$ cat src/rtl/ex_mem_stage_if.sv
// Execute-to-memory boundary bus: upstream EX handshake, downstream MEM handshake,
// forwarding port and exception counter, with a view for each side.
interface ex_mem_stage_if #(
  parameter int DW   = 32,
  parameter int CNTW = 8
);
  logic            in_valid;
  logic            in_ready;
  logic [DW-1:0]   in_a;
  logic [DW-1:0]   in_b;
  logic [DW-1:0]   in_r;
  logic            in_zero;
  logic            in_carry;
  logic            in_neg;
  logic [3:0]      in_aluc;
  logic [4:0]      in_rd;
  logic            in_reg_we;
  logic            in_mem_we;
  logic            in_mem_re;
  logic [DW-1:0]   in_sdata;
  logic            flush;
  logic            out_valid;
  logic            out_ready;
  logic [DW-1:0]   out_r;
  logic            out_zero;
  logic            out_carry;
  logic            out_neg;
  logic [4:0]      out_rd;
  logic            out_reg_we;
  logic            out_mem_we;
  logic            out_mem_re;
  logic [DW-1:0]   out_sdata;
  logic            out_exc;
  logic            fwd_valid;
  logic [4:0]      fwd_rd;
  logic [DW-1:0]   fwd_data;
  logic [CNTW-1:0] exc_count;

  modport master (
    output in_valid, in_a, in_b, in_r, in_zero, in_carry, in_neg, in_aluc, in_rd,
           in_reg_we, in_mem_we, in_mem_re, in_sdata, flush, out_ready,
    input  in_ready, out_valid, out_r, out_zero, out_carry, out_neg, out_rd,
           out_reg_we, out_mem_we, out_mem_re, out_sdata, out_exc,
           fwd_valid, fwd_rd, fwd_data, exc_count
  );

  modport slave (
    input  in_valid, in_a, in_b, in_r, in_zero, in_carry, in_neg, in_aluc, in_rd,
           in_reg_we, in_mem_we, in_mem_re, in_sdata, flush, out_ready,
    output in_ready, out_valid, out_r, out_zero, out_carry, out_neg, out_rd,
           out_reg_we, out_mem_we, out_mem_re, out_sdata, out_exc,
           fwd_valid, fwd_rd, fwd_data, exc_count
  );
endinterface

$ cat src/rtl/ex_mem_stage.sv
// Registered EX->MEM boundary: overflow trap gating, 2-entry skid buffer with
// valid/ready on both sides, result forwarding and a saturating exception counter.
module ex_mem_stage #(
  parameter int DW   = 32,
  parameter int CNTW = 8
) (
  input logic           clk,
  input logic           rst,
  ex_mem_stage_if.slave bus
);

  typedef struct packed {
    logic [DW-1:0] r;
    logic          zero;
    logic          carry;
    logic          neg;
    logic [4:0]    rd;
    logic          reg_we;
    logic          mem_we;
    logic          mem_re;
    logic [DW-1:0] sdata;
    logic          exc;
  } entry_t;

  // Signed overflow of add (0010) and sub (0011), judged from operand/result sign bits.
  function automatic logic ovf_detect(input logic [3:0] aluc, input logic a_msb,
                                      input logic b_msb, input logic r_msb);
    logic ovf;
    case (aluc)
      4'b0010: ovf = (a_msb == b_msb) & (r_msb != a_msb);
      4'b0011: ovf = (a_msb != b_msb) & (r_msb != a_msb);
      default: ovf = 1'b0;
    endcase
    return ovf;
  endfunction

  entry_t          main_q, skid_q, main_d, skid_d, in_entry;
  logic            main_valid, skid_valid, main_valid_d, skid_valid_d;
  logic            fwd_valid_q, fwd_valid_d;
  logic [CNTW-1:0] exc_count_q;
  logic            ovf, accept, consume;

  assign ovf     = ovf_detect(bus.in_aluc, bus.in_a[DW-1], bus.in_b[DW-1], bus.in_r[DW-1]);
  assign accept  = bus.in_valid & ~skid_valid & ~bus.flush;
  assign consume = main_valid & bus.out_ready;

  // Build the incoming entry; a trapping instruction keeps its result but loses all enables.
  always_comb begin
    in_entry.r      = bus.in_r;
    in_entry.zero   = bus.in_zero;
    in_entry.carry  = bus.in_carry;
    in_entry.neg    = bus.in_neg;
    in_entry.rd     = bus.in_rd;
    in_entry.sdata  = bus.in_sdata;
    in_entry.exc    = ovf;
    if (ovf) begin
      in_entry.reg_we = 1'b0;
      in_entry.mem_we = 1'b0;
      in_entry.mem_re = 1'b0;
    end else begin
      in_entry.reg_we = bus.in_reg_we;
      in_entry.mem_we = bus.in_mem_we;
      in_entry.mem_re = bus.in_mem_re;
    end
  end

  // Main/skid next state; accept only happens with skid empty, so skid never refills while draining.
  always_comb begin
    main_d       = main_q;
    skid_d       = skid_q;
    main_valid_d = main_valid;
    skid_valid_d = skid_valid;
    if (bus.flush) begin
      main_valid_d = 1'b0;
      skid_valid_d = 1'b0;
    end else if (!main_valid || consume) begin
      if (skid_valid) begin
        main_d       = skid_q;
        main_valid_d = 1'b1;
        skid_valid_d = 1'b0;
      end else if (accept) begin
        main_d       = in_entry;
        main_valid_d = 1'b1;
      end else begin
        main_valid_d = 1'b0;
      end
    end else if (accept) begin
      skid_d       = in_entry;
      skid_valid_d = 1'b1;
    end else begin
      skid_valid_d = skid_valid;
    end
    fwd_valid_d = main_valid_d & main_d.reg_we & (main_d.rd != 5'd0);
  end

  // State registers and the saturating exception counter (untouched by flush).
  always_ff @(posedge clk or posedge rst) begin
    if (rst) begin
      main_q      <= '0;
      skid_q      <= '0;
      main_valid  <= 1'b0;
      skid_valid  <= 1'b0;
      fwd_valid_q <= 1'b0;
      exc_count_q <= {CNTW{1'b0}};
    end else begin
      main_q      <= main_d;
      skid_q      <= skid_d;
      main_valid  <= main_valid_d;
      skid_valid  <= skid_valid_d;
      fwd_valid_q <= fwd_valid_d;
      if (accept && ovf && (exc_count_q != {CNTW{1'b1}})) begin
        exc_count_q <= exc_count_q + {{(CNTW-1){1'b0}}, 1'b1};
      end
    end
  end

  assign bus.in_ready   = ~skid_valid;
  assign bus.out_valid  = main_valid;
  assign bus.out_r      = main_q.r;
  assign bus.out_zero   = main_q.zero;
  assign bus.out_carry  = main_q.carry;
  assign bus.out_neg    = main_q.neg;
  assign bus.out_rd     = main_q.rd;
  assign bus.out_reg_we = main_q.reg_we;
  assign bus.out_mem_we = main_q.mem_we;
  assign bus.out_mem_re = main_q.mem_re;
  assign bus.out_sdata  = main_q.sdata;
  assign bus.out_exc    = main_q.exc;
  assign bus.fwd_valid  = fwd_valid_q;
  assign bus.fwd_rd     = main_q.rd;
  assign bus.fwd_data   = main_q.r;
  assign bus.exc_count  = exc_count_q;

endmodule

$ cat src/flat_wrapper.sv
// flat-port wrapper written by rule: the top's interface ports become plain ports
module ex_mem_stage_flat 
#(
  parameter int DW   = 32,
  parameter int CNTW = 8
)
  (clk, rst, bus_in_valid, bus_in_a, bus_in_b, bus_in_r, bus_in_zero, bus_in_carry, bus_in_neg, bus_in_aluc, bus_in_rd, bus_in_reg_we, bus_in_mem_we, bus_in_mem_re, bus_in_sdata, bus_flush, bus_out_ready, bus_in_ready, bus_out_valid, bus_out_r, bus_out_zero, bus_out_carry, bus_out_neg, bus_out_rd, bus_out_reg_we, bus_out_mem_we, bus_out_mem_re, bus_out_sdata, bus_out_exc, bus_fwd_valid, bus_fwd_rd, bus_fwd_data, bus_exc_count);
  ex_mem_stage_if #(.DW(DW), .CNTW(CNTW)) bus_i ();
  input logic clk;
  input logic rst;
  input wire logic [$bits(bus_i.in_valid)-1:0] bus_in_valid;
  input wire logic [$bits(bus_i.in_a)-1:0] bus_in_a;
  input wire logic [$bits(bus_i.in_b)-1:0] bus_in_b;
  input wire logic [$bits(bus_i.in_r)-1:0] bus_in_r;
  input wire logic [$bits(bus_i.in_zero)-1:0] bus_in_zero;
  input wire logic [$bits(bus_i.in_carry)-1:0] bus_in_carry;
  input wire logic [$bits(bus_i.in_neg)-1:0] bus_in_neg;
  input wire logic [$bits(bus_i.in_aluc)-1:0] bus_in_aluc;
  input wire logic [$bits(bus_i.in_rd)-1:0] bus_in_rd;
  input wire logic [$bits(bus_i.in_reg_we)-1:0] bus_in_reg_we;
  input wire logic [$bits(bus_i.in_mem_we)-1:0] bus_in_mem_we;
  input wire logic [$bits(bus_i.in_mem_re)-1:0] bus_in_mem_re;
  input wire logic [$bits(bus_i.in_sdata)-1:0] bus_in_sdata;
  input wire logic [$bits(bus_i.flush)-1:0] bus_flush;
  input wire logic [$bits(bus_i.out_ready)-1:0] bus_out_ready;
  output wire logic [$bits(bus_i.in_ready)-1:0] bus_in_ready;
  output wire logic [$bits(bus_i.out_valid)-1:0] bus_out_valid;
  output wire logic [$bits(bus_i.out_r)-1:0] bus_out_r;
  output wire logic [$bits(bus_i.out_zero)-1:0] bus_out_zero;
  output wire logic [$bits(bus_i.out_carry)-1:0] bus_out_carry;
  output wire logic [$bits(bus_i.out_neg)-1:0] bus_out_neg;
  output wire logic [$bits(bus_i.out_rd)-1:0] bus_out_rd;
  output wire logic [$bits(bus_i.out_reg_we)-1:0] bus_out_reg_we;
  output wire logic [$bits(bus_i.out_mem_we)-1:0] bus_out_mem_we;
  output wire logic [$bits(bus_i.out_mem_re)-1:0] bus_out_mem_re;
  output wire logic [$bits(bus_i.out_sdata)-1:0] bus_out_sdata;
  output wire logic [$bits(bus_i.out_exc)-1:0] bus_out_exc;
  output wire logic [$bits(bus_i.fwd_valid)-1:0] bus_fwd_valid;
  output wire logic [$bits(bus_i.fwd_rd)-1:0] bus_fwd_rd;
  output wire logic [$bits(bus_i.fwd_data)-1:0] bus_fwd_data;
  output wire logic [$bits(bus_i.exc_count)-1:0] bus_exc_count;
  assign bus_i.in_valid = bus_in_valid;
  assign bus_i.in_a = bus_in_a;
  assign bus_i.in_b = bus_in_b;
  assign bus_i.in_r = bus_in_r;
  assign bus_i.in_zero = bus_in_zero;
  assign bus_i.in_carry = bus_in_carry;
  assign bus_i.in_neg = bus_in_neg;
  assign bus_i.in_aluc = bus_in_aluc;
  assign bus_i.in_rd = bus_in_rd;
  assign bus_i.in_reg_we = bus_in_reg_we;
  assign bus_i.in_mem_we = bus_in_mem_we;
  assign bus_i.in_mem_re = bus_in_mem_re;
  assign bus_i.in_sdata = bus_in_sdata;
  assign bus_i.flush = bus_flush;
  assign bus_i.out_ready = bus_out_ready;
  assign bus_in_ready = bus_i.in_ready;
  assign bus_out_valid = bus_i.out_valid;
  assign bus_out_r = bus_i.out_r;
  assign bus_out_zero = bus_i.out_zero;
  assign bus_out_carry = bus_i.out_carry;
  assign bus_out_neg = bus_i.out_neg;
  assign bus_out_rd = bus_i.out_rd;
  assign bus_out_reg_we = bus_i.out_reg_we;
  assign bus_out_mem_we = bus_i.out_mem_we;
  assign bus_out_mem_re = bus_i.out_mem_re;
  assign bus_out_sdata = bus_i.out_sdata;
  assign bus_out_exc = bus_i.out_exc;
  assign bus_fwd_valid = bus_i.fwd_valid;
  assign bus_fwd_rd = bus_i.fwd_rd;
  assign bus_fwd_data = bus_i.fwd_data;
  assign bus_exc_count = bus_i.exc_count;
  ex_mem_stage #(.DW(DW), .CNTW(CNTW)) u_core (.clk(clk), .rst(rst), .bus(bus_i));
endmodule
$ cat config.mk
export PLATFORM = sky130hd
export DESIGN_NAME = ex_mem_stage_flat
export DESIGN_NICKNAME = d
export VERILOG_FILES = /design/src/rtl/ex_mem_stage_if.sv /design/src/rtl/ex_mem_stage.sv /design/src/flat_wrapper.sv
export SDC_FILE = /design/constraint.sdc
export NUM_CORES = 1
export LEC_CHECK = 0
export CAP_MARGIN = 10
export CORE_MARGIN = 2
export CORE_UTILIZATION = 40
export CTS_CLUSTER_DIAMETER = 60
export CTS_CLUSTER_SIZE = 16
export DETAILED_ROUTE_END_ITERATION = 10
export GPL_TIMING_DRIVEN = 0
export PLACE_DENSITY = 0.87
export SYNTH_ARGS = -nofsm -noshare
export SYNTH_HDL_FRONTEND = slang
export SYNTH_SLANG_ARGS = --single-unit
$ cat constraint.sdc
create_clock -name clk -period 5.87 [get_ports clk]
set_clock_uncertainty 0.2 [all_clocks]
set_input_delay 1.174 -clock clk [delete_from_list [all_inputs] [get_ports clk]]
set_output_delay 1.174 -clock clk [all_outputs]
set_load 0.03 [all_outputs]
==> impl_metrics.toml, run 1 <==
[timing]
fin_crit_sh_pct = 58.79
setup_viol = 0
fin_crit_ps = 3451
drv_slew = 0
slew_headroom_pct = 40.20
fmax_ghz = 0.2898
finalHoldViolCount = 0
tightest_slew_ps = 892.1
rsz0062_at_grt = "false"
setup_slack_ps = 2419

[cts]
cts.path.max_buffers = 2
clk_latency_ps = 410
cts-resized-gates = 0
cts_tree = "done"
clock_sinks = 163
cts_buffers = 17
h-tree-depth = 4
cts_root_buf = "clkbuf_16"
holdBufCountCts = 0
clkTransAtPathRegs_ps = 60
post_cts_buffers = 0

[power]
ir_drop_mv = 0.1967
leakage_nw = 4.532
total_power_mw = 3.156
powerDensity_mw_per_mm2 = 316.2

[global_route]
busiest_layer = "met2"
overflow = 0
grt_use_met1_pct = 27.53
grt_pass1_vias = 5818
grtUsageMet3_pct = 4.474
met2_usage_pct = 34.73
grt_max_degree = 114
antenna_found_initial = 0
grt_use_total_pct = 21.07
grt_pass1_wl_mm = 30.36

[die]
row_count = 48
dieArea_mm2 = 0.01858
io_pins = 272
die_y_um = 136.3
die_w_um = 136.3
start_util_pct = 40.77
core_area_mm2 = 0.01718

[critical_path]
critPathArrivalTime_ps = 3550
rr_startpoint = "u_core.skid_valid"
required_ps = 5970
path_class = "in2reg"
critPathTopFamily = "buffers and inverters"
crit_path_end_kind = "flip-flop"
r2r_cells = 7
worstSetupStartpointType = "input port"
regToRegEndpoint = "u_core.skid_q[44]"
cp_num_buf_inv = 3
r2r_slack_ps = 3230
slowest_stage = "nor3b_1"
timing.critical_path.cells = "clkdlybuf4s50_1 -> nor3b_1 -> buf_2 -> nand2_1 -> clkbuf_1 -> nand2_1 -> nand2_1"
crit_path_max_fanout = 10
slowest_delay_ps = 600
crit_top_cell = "nand2_1"

[synth]
syn_avg_cell_area_um2 = 9.337
yosysUniqueCellTypes = 40
netlist_area_mm2 = 0.007003
yosys.area.top_type = "dfrtp_1"
seq_area_frac_synth_pct = 58.25
yosys_warnings = 0
synth_top_area_share_pct = 58.25
netlist_instances = 750
syn_nets = 899
ys_seq_elements = 163
synthTopCellsByArea = "dfrtp_1 58%, nand2_1 16%, a22oi_1 7.4%"

[place]
globalplace.congestion = 0.8147
post-place-ws_ps = 1997
hpwl_mm = 13.99
portBuffers = 209

[final_layout]
drive_above_1_share_pct = 8.595
antenna_cells = 0
area_growth_pct = 42.52
seq_area_mm2 = 0.004079
fill_cells = 1498
layout.nets = 1128
layout_commonest_cell = "nand2_1"
multi_input_area_mm2 = 0.002420
final_cell_mix = "293 x nand2_1, 209 x clkdlybuf4s50_1, 163 x dfrtp_1"

[min_path]
min_from = "u_core.bus.out_sdata[1]"
hold_path_class = "reg2reg"
worstHoldPathCells = 2
whs_endpoint = "u_core.bus.out_sdata[1]"

[drt]
post_drt_wl_per_cell_um = 15.92
num_vias = 6125
drt-initial-drc-count = 399
ant_nets = 0
drt_pass1_iterations = 5
remaining_drc_errors = 0
viasPerCell = 5.045
wirelength_mm = 19.33

[run_status]
outcome = "finished, final reports clean"

[run]
cap_violations = 0
## sequential cells by signal, indices dropped and copies added, names as in the netlist, 5 cells and up
| name | cells |
|---|---|
| u_core.skid_q | 76 |
| u_core.bus.out_sdata | 32 |
| u_core.bus.fwd_data | 32 |
| u_core.bus.fwd_rd | 5 |
| u_core.bus.exc_count | 8 |
## cell usage after synthesis
library cell and number:
xnor2_1 7, nand3_1 2, xor2_1 1, nor2b_1 1, buf_2 13, mux2i_1 1, buf_6 1, o21ai_1 1
ha_1 1, clkbuf_1 34, nor3_1 3, dfrtp_1 163, nand2_1 293, o32a_1 1, mux2_2 1, a32oi_1 2
nand2b_1 5, nor3_2 1, a32o_1 1, or3_1 1, o21a_1 2, a21oi_1 3, and4_1 1, or2_2 1
o21ai_2 1, nand4_1 6, and2_1 1, a22oi_1 69, inv_1 4, nor2_2 1, nand2_2 1, and3_1 2
nor2_1 4, nor3b_1 2, a2bb2oi_1 1, o22a_1 2, o21ai_0 76, a31oi_1 1, o41a_1 1, buf_4 38
## per-layer routing
metal  wire (um)  vias up  part of all wire [%]
li1            -     2934                     -
met1        8229     2963                    43
met4         406        0                   2.1
met2        9698      200                    50
met3         994       28                   5.1
met5           0        -                     0
## area by class of cell
class                   count  area share (%)
well taps                 225           2.821
inverters                   4          0.2256
plain buffers              86           4.902
flip-flops and latches    163           40.87
multi-input cells         497           24.24
repair buffers            210           21.24
clock inverters             4          0.7396
clock buffers              25           4.964
## kinds of logic after synthesis
group                      share of synthesized area [%]
and+or+nand+nor                                    18.46
muxes                                             0.3037
adders and majority gates                         0.1786
xor gates and xnor gates                           1.001
buffers and inverters                              7.200
AOI/OAI and AO/OA                                  14.61
DFF                                                58.25
## how the worst max path moves through the flow
stage / slack, ps / start / cells past startpoint / endpoint
after global routing: 2260 / bus_flush / 7 / u_core.skid_q[34]
after CTS: 2420 / bus_flush / 7 / u_core.skid_q[44]
final: 2420 / bus_flush / 7 / u_core.skid_q[44]
after global placement: -2060 / rst / 2 / u_core.bus.exc_count[4]
after detailed placement: 2000 / bus_flush / 7 / u_core.skid_q[44]
after floorplan: 90 / rst / 1 / u_core.bus.exc_count[0]
## per-stage QoR
stage | cells | setup TNS (ps) | hold WS [ps] | area [um2] | util [%]
6_report | 1214 | 0 | 275.1 | 9981 | 58.11
5_1_grt | 1214 | 0 | 296.2 | 9981 | 58.11
4_1_cts | 1214 | 0 | 277.8 | 9981 | 58.11
3_5_place_dp | 1185 | 0 | 262.9 | 9412 | 54.79
3_3_place_gp | 1184 | -334130 | 257.7 | 9376 | 54.59
2_1_floorplan | 750 | 0 | 246.1 | 7003 | -
## power by group
group          switching, mW  internal [mW]
Combinational          0.377          0.300
Sequential             0.108           1.30
Clock                  0.410          0.665
## worst min-delay path: cells and delay by family (launching register included)
| kind | cells | cell delay [ps] |
|---|---|---|
| simple gates | 1 | 50 |
| flops | 1 | 340 |
| compound gates | 1 | 60 |
Power figures use the tool's default switching activity.
==> inputs of run 2 (changes only) <==
--- a/config.mk
+++ b/config.mk
@@ -7,12 +7,12 @@
 export LEC_CHECK = 0
 export CAP_MARGIN = 10
 export CORE_MARGIN = 2
-export CORE_UTILIZATION = 40
+export CORE_UTILIZATION = 44
 export CTS_CLUSTER_DIAMETER = 60
 export CTS_CLUSTER_SIZE = 16
 export DETAILED_ROUTE_END_ITERATION = 10
 export GPL_TIMING_DRIVEN = 0
-export PLACE_DENSITY = 0.87
+export PLACE_DENSITY = 0.91
 export SYNTH_ARGS = -nofsm -noshare
 export SYNTH_HDL_FRONTEND = slang
 export SYNTH_SLANG_ARGS = --single-unit
==> constraint.sdc (replaced) <==
create_clock -name clk -period 3.3 [get_ports clk]
set_clock_uncertainty 0.2 [all_clocks]
set_input_delay 0.66 -clock clk [delete_from_list [all_inputs] [get_ports clk]]
set_output_delay 0.66 -clock clk [all_outputs]
set_load 0.03 [all_outputs]
==> run 2 against run 1 <==
Effect of this change:
- global-route usage grew 2.2 points
- count of clock-buffer cells in the layout shrank 2
- clock power grew 83%
- flip-flop and latch count is the same
- critical endpoint is now u_core.skid_q[52]
==> impl_metrics.toml, run 2 (synthesis results as in run 1) <==
[cts]
clkTransAtPathRegs_ps = 60
cts.path.max_buffers = 2
clock_sinks = 163
cts_tree = "done"
cts_buffers = 17
clk_latency_ps = 410
holdBufCountCts = 0
h-tree-depth = 4
cts_root_buf = "clkbuf_16"
post_cts_buffers = 0
cts-resized-gates = 0

[final_layout]
antenna_cells = 0
seq_area_mm2 = 0.004079
layout_commonest_cell = "nand2_1"
top_register = "u_core.skid_q"
largest_register_ffs = 76
area_growth_pct = 43.20
utilization_pct = 63.82
final_cell_mix = "293 x nand2_1, 209 x clkdlybuf4s50_1, 163 x dfrtp_1"
multi_input_area_mm2 = 0.002420
fill_cells = 1257
drive_above_1_share_pct = 9.356
final_cell_area_mm2 = 0.01003
layout.nets = 1130

[drt]
post_drt_wl_per_cell_um = 15.81
drt_pass1_iterations = 7
remaining_drc_errors = 0
num_vias = 6190
ant_nets = 0
drt-initial-drc-count = 437
wirelength_mm = 19.13
viasPerCell = 5.116

[critical_path]
r2r_slack_ps = 700
critPathArrivalTime_ps = 2960
required_ps = 3400
crit_path_max_fanout = 10
worstSetupStartpointType = "input port"
rr_startpoint = "u_core.skid_valid"
regToRegEndpoint = "u_core.skid_q[52]"
crit_path_end_kind = "flip-flop"
r2r_cells = 7
path_class = "in2reg"

[global_route]
overflow = 0
grt_use_total_pct = 23.22
grt_pass1_vias = 6082
grt_pass1_wl_mm = 30.46
grt_max_degree = 44
antenna_found_initial = 0

[die]
die_y_um = 130.2
io_pins = 272
die_w_um = 130.2
row_count = 46
core_area_mm2 = 0.01571
dieArea_mm2 = 0.01694
start_util_pct = 44.57

[min_path]
hold_path_class = "reg2reg"
whs_endpoint = "u_core.skid_q[71]"
worstHoldPathCells = 2
min_from = "u_core.skid_q[71]"

[timing]
rsz0062_at_grt = "false"
fin_crit_ps = 2861
tightest_slew_ps = 874.0
finalSetupTns_ps = 0
finalHoldViolCount = 0
fmax_ghz = 0.3495
setup_slack_ps = 438.6
drv_slew = 0
slew_headroom_pct = 41.61
setup_viol = 0
fin_crit_sh_pct = 86.71

[place]
post-place-ws_ps = 6.445
portBuffers = 209
postPlaceCellArea_mm2 = 0.009429
hpwl_mm = 14.05
globalplace.congestion = 0.8297

[run_status]
outcome = "finished, final reports clean"

[power]
powerDensity_mw_per_mm2 = 566.9
ir_drop_mv = 0.3419
leakage_nw = 4.561

[run]
cap_violations = 0
-- run 2: changes by cell type in the layout (fill, tap and decap cells not counted), sizes merged --
| cell | delta |
|---|---|
| clkbuf | -2 |
| clkinv | +4 |
| buf | +2 |
| inv | -1 |
| clkinvlp | +2 |
-- run 2: how the worst max path moves through the flow --
| stage | slack (ps) | start | endpoint | depth (start not counted) |
|---|---|---|---|---|
| floorplan | 370 | rst | u_core.bus.exc_count[0] | 1 |
| global placement | -940 | rst | u_core.skid_q[49] | 2 |
| detailed placement | 6 | bus_in_valid | u_core.skid_q[52] | 7 |
| CTS | 420 | bus_in_valid | u_core.skid_q[52] | 7 |
| global route | 200 | bus_flush | u_core.skid_q[52] | 7 |
| finish | 440 | bus_in_valid | u_core.skid_q[52] | 7 |
-- run 2: routing by layer --
metal	wire (um)	up-vias	global-route usage [%]
met3	1102	37	5.002
met1	8097	3007	29.99
met2	9329	211	37.94
li1	-	2935	-
met5	0	-	0
met4	600	0	10.18
-- run 2: layout make-up --
cell class,instances,area share (%)
plain buffers,86,4.878
clock buffers,23,4.966
clock inverters,9,1.011
inverters,4,0.1871
multi-input cells,497,24.13
flip-flops and latches,163,40.67
well taps,216,2.695
repair buffers,212,21.46
-- run 2: stage by stage --
stage	cells	hold WS (ps)	power [mW]
finish	1210	276.0	5.685
floorplan	750	246.1	3.179
detailed placement	1178	262.4	3.738
global placement	1175	257.2	3.678
CTS	1210	277.4	5.721
global route	1210	296.5	5.940
-- run 2: worst max-delay path, cell delays in order --
cell and delay [ps]:
clkdlybuf4s50_1 520, nor3b_1 530, buf_2 340, nand2_1 320, clkbuf_1 350, nand2_1 160, nand2_1 60
-- run 2: power by group --
group          internal (mW)  switching, mW
logic                  0.537          0.669
clock network           1.21          0.773
registers               2.30          0.191
==> inputs of run 3 (changes only) <==
--- a/config.mk
+++ b/config.mk
@@ -5,7 +5,6 @@
 export SDC_FILE = /design/constraint.sdc
 export NUM_CORES = 1
 export LEC_CHECK = 0
-export CAP_MARGIN = 10
 export CORE_MARGIN = 2
 export CORE_UTILIZATION = 44
 export CTS_CLUSTER_DIAMETER = 60
==> results of run 3 <==
The final DEF is identical to that of run 2; final timing and power are the same.
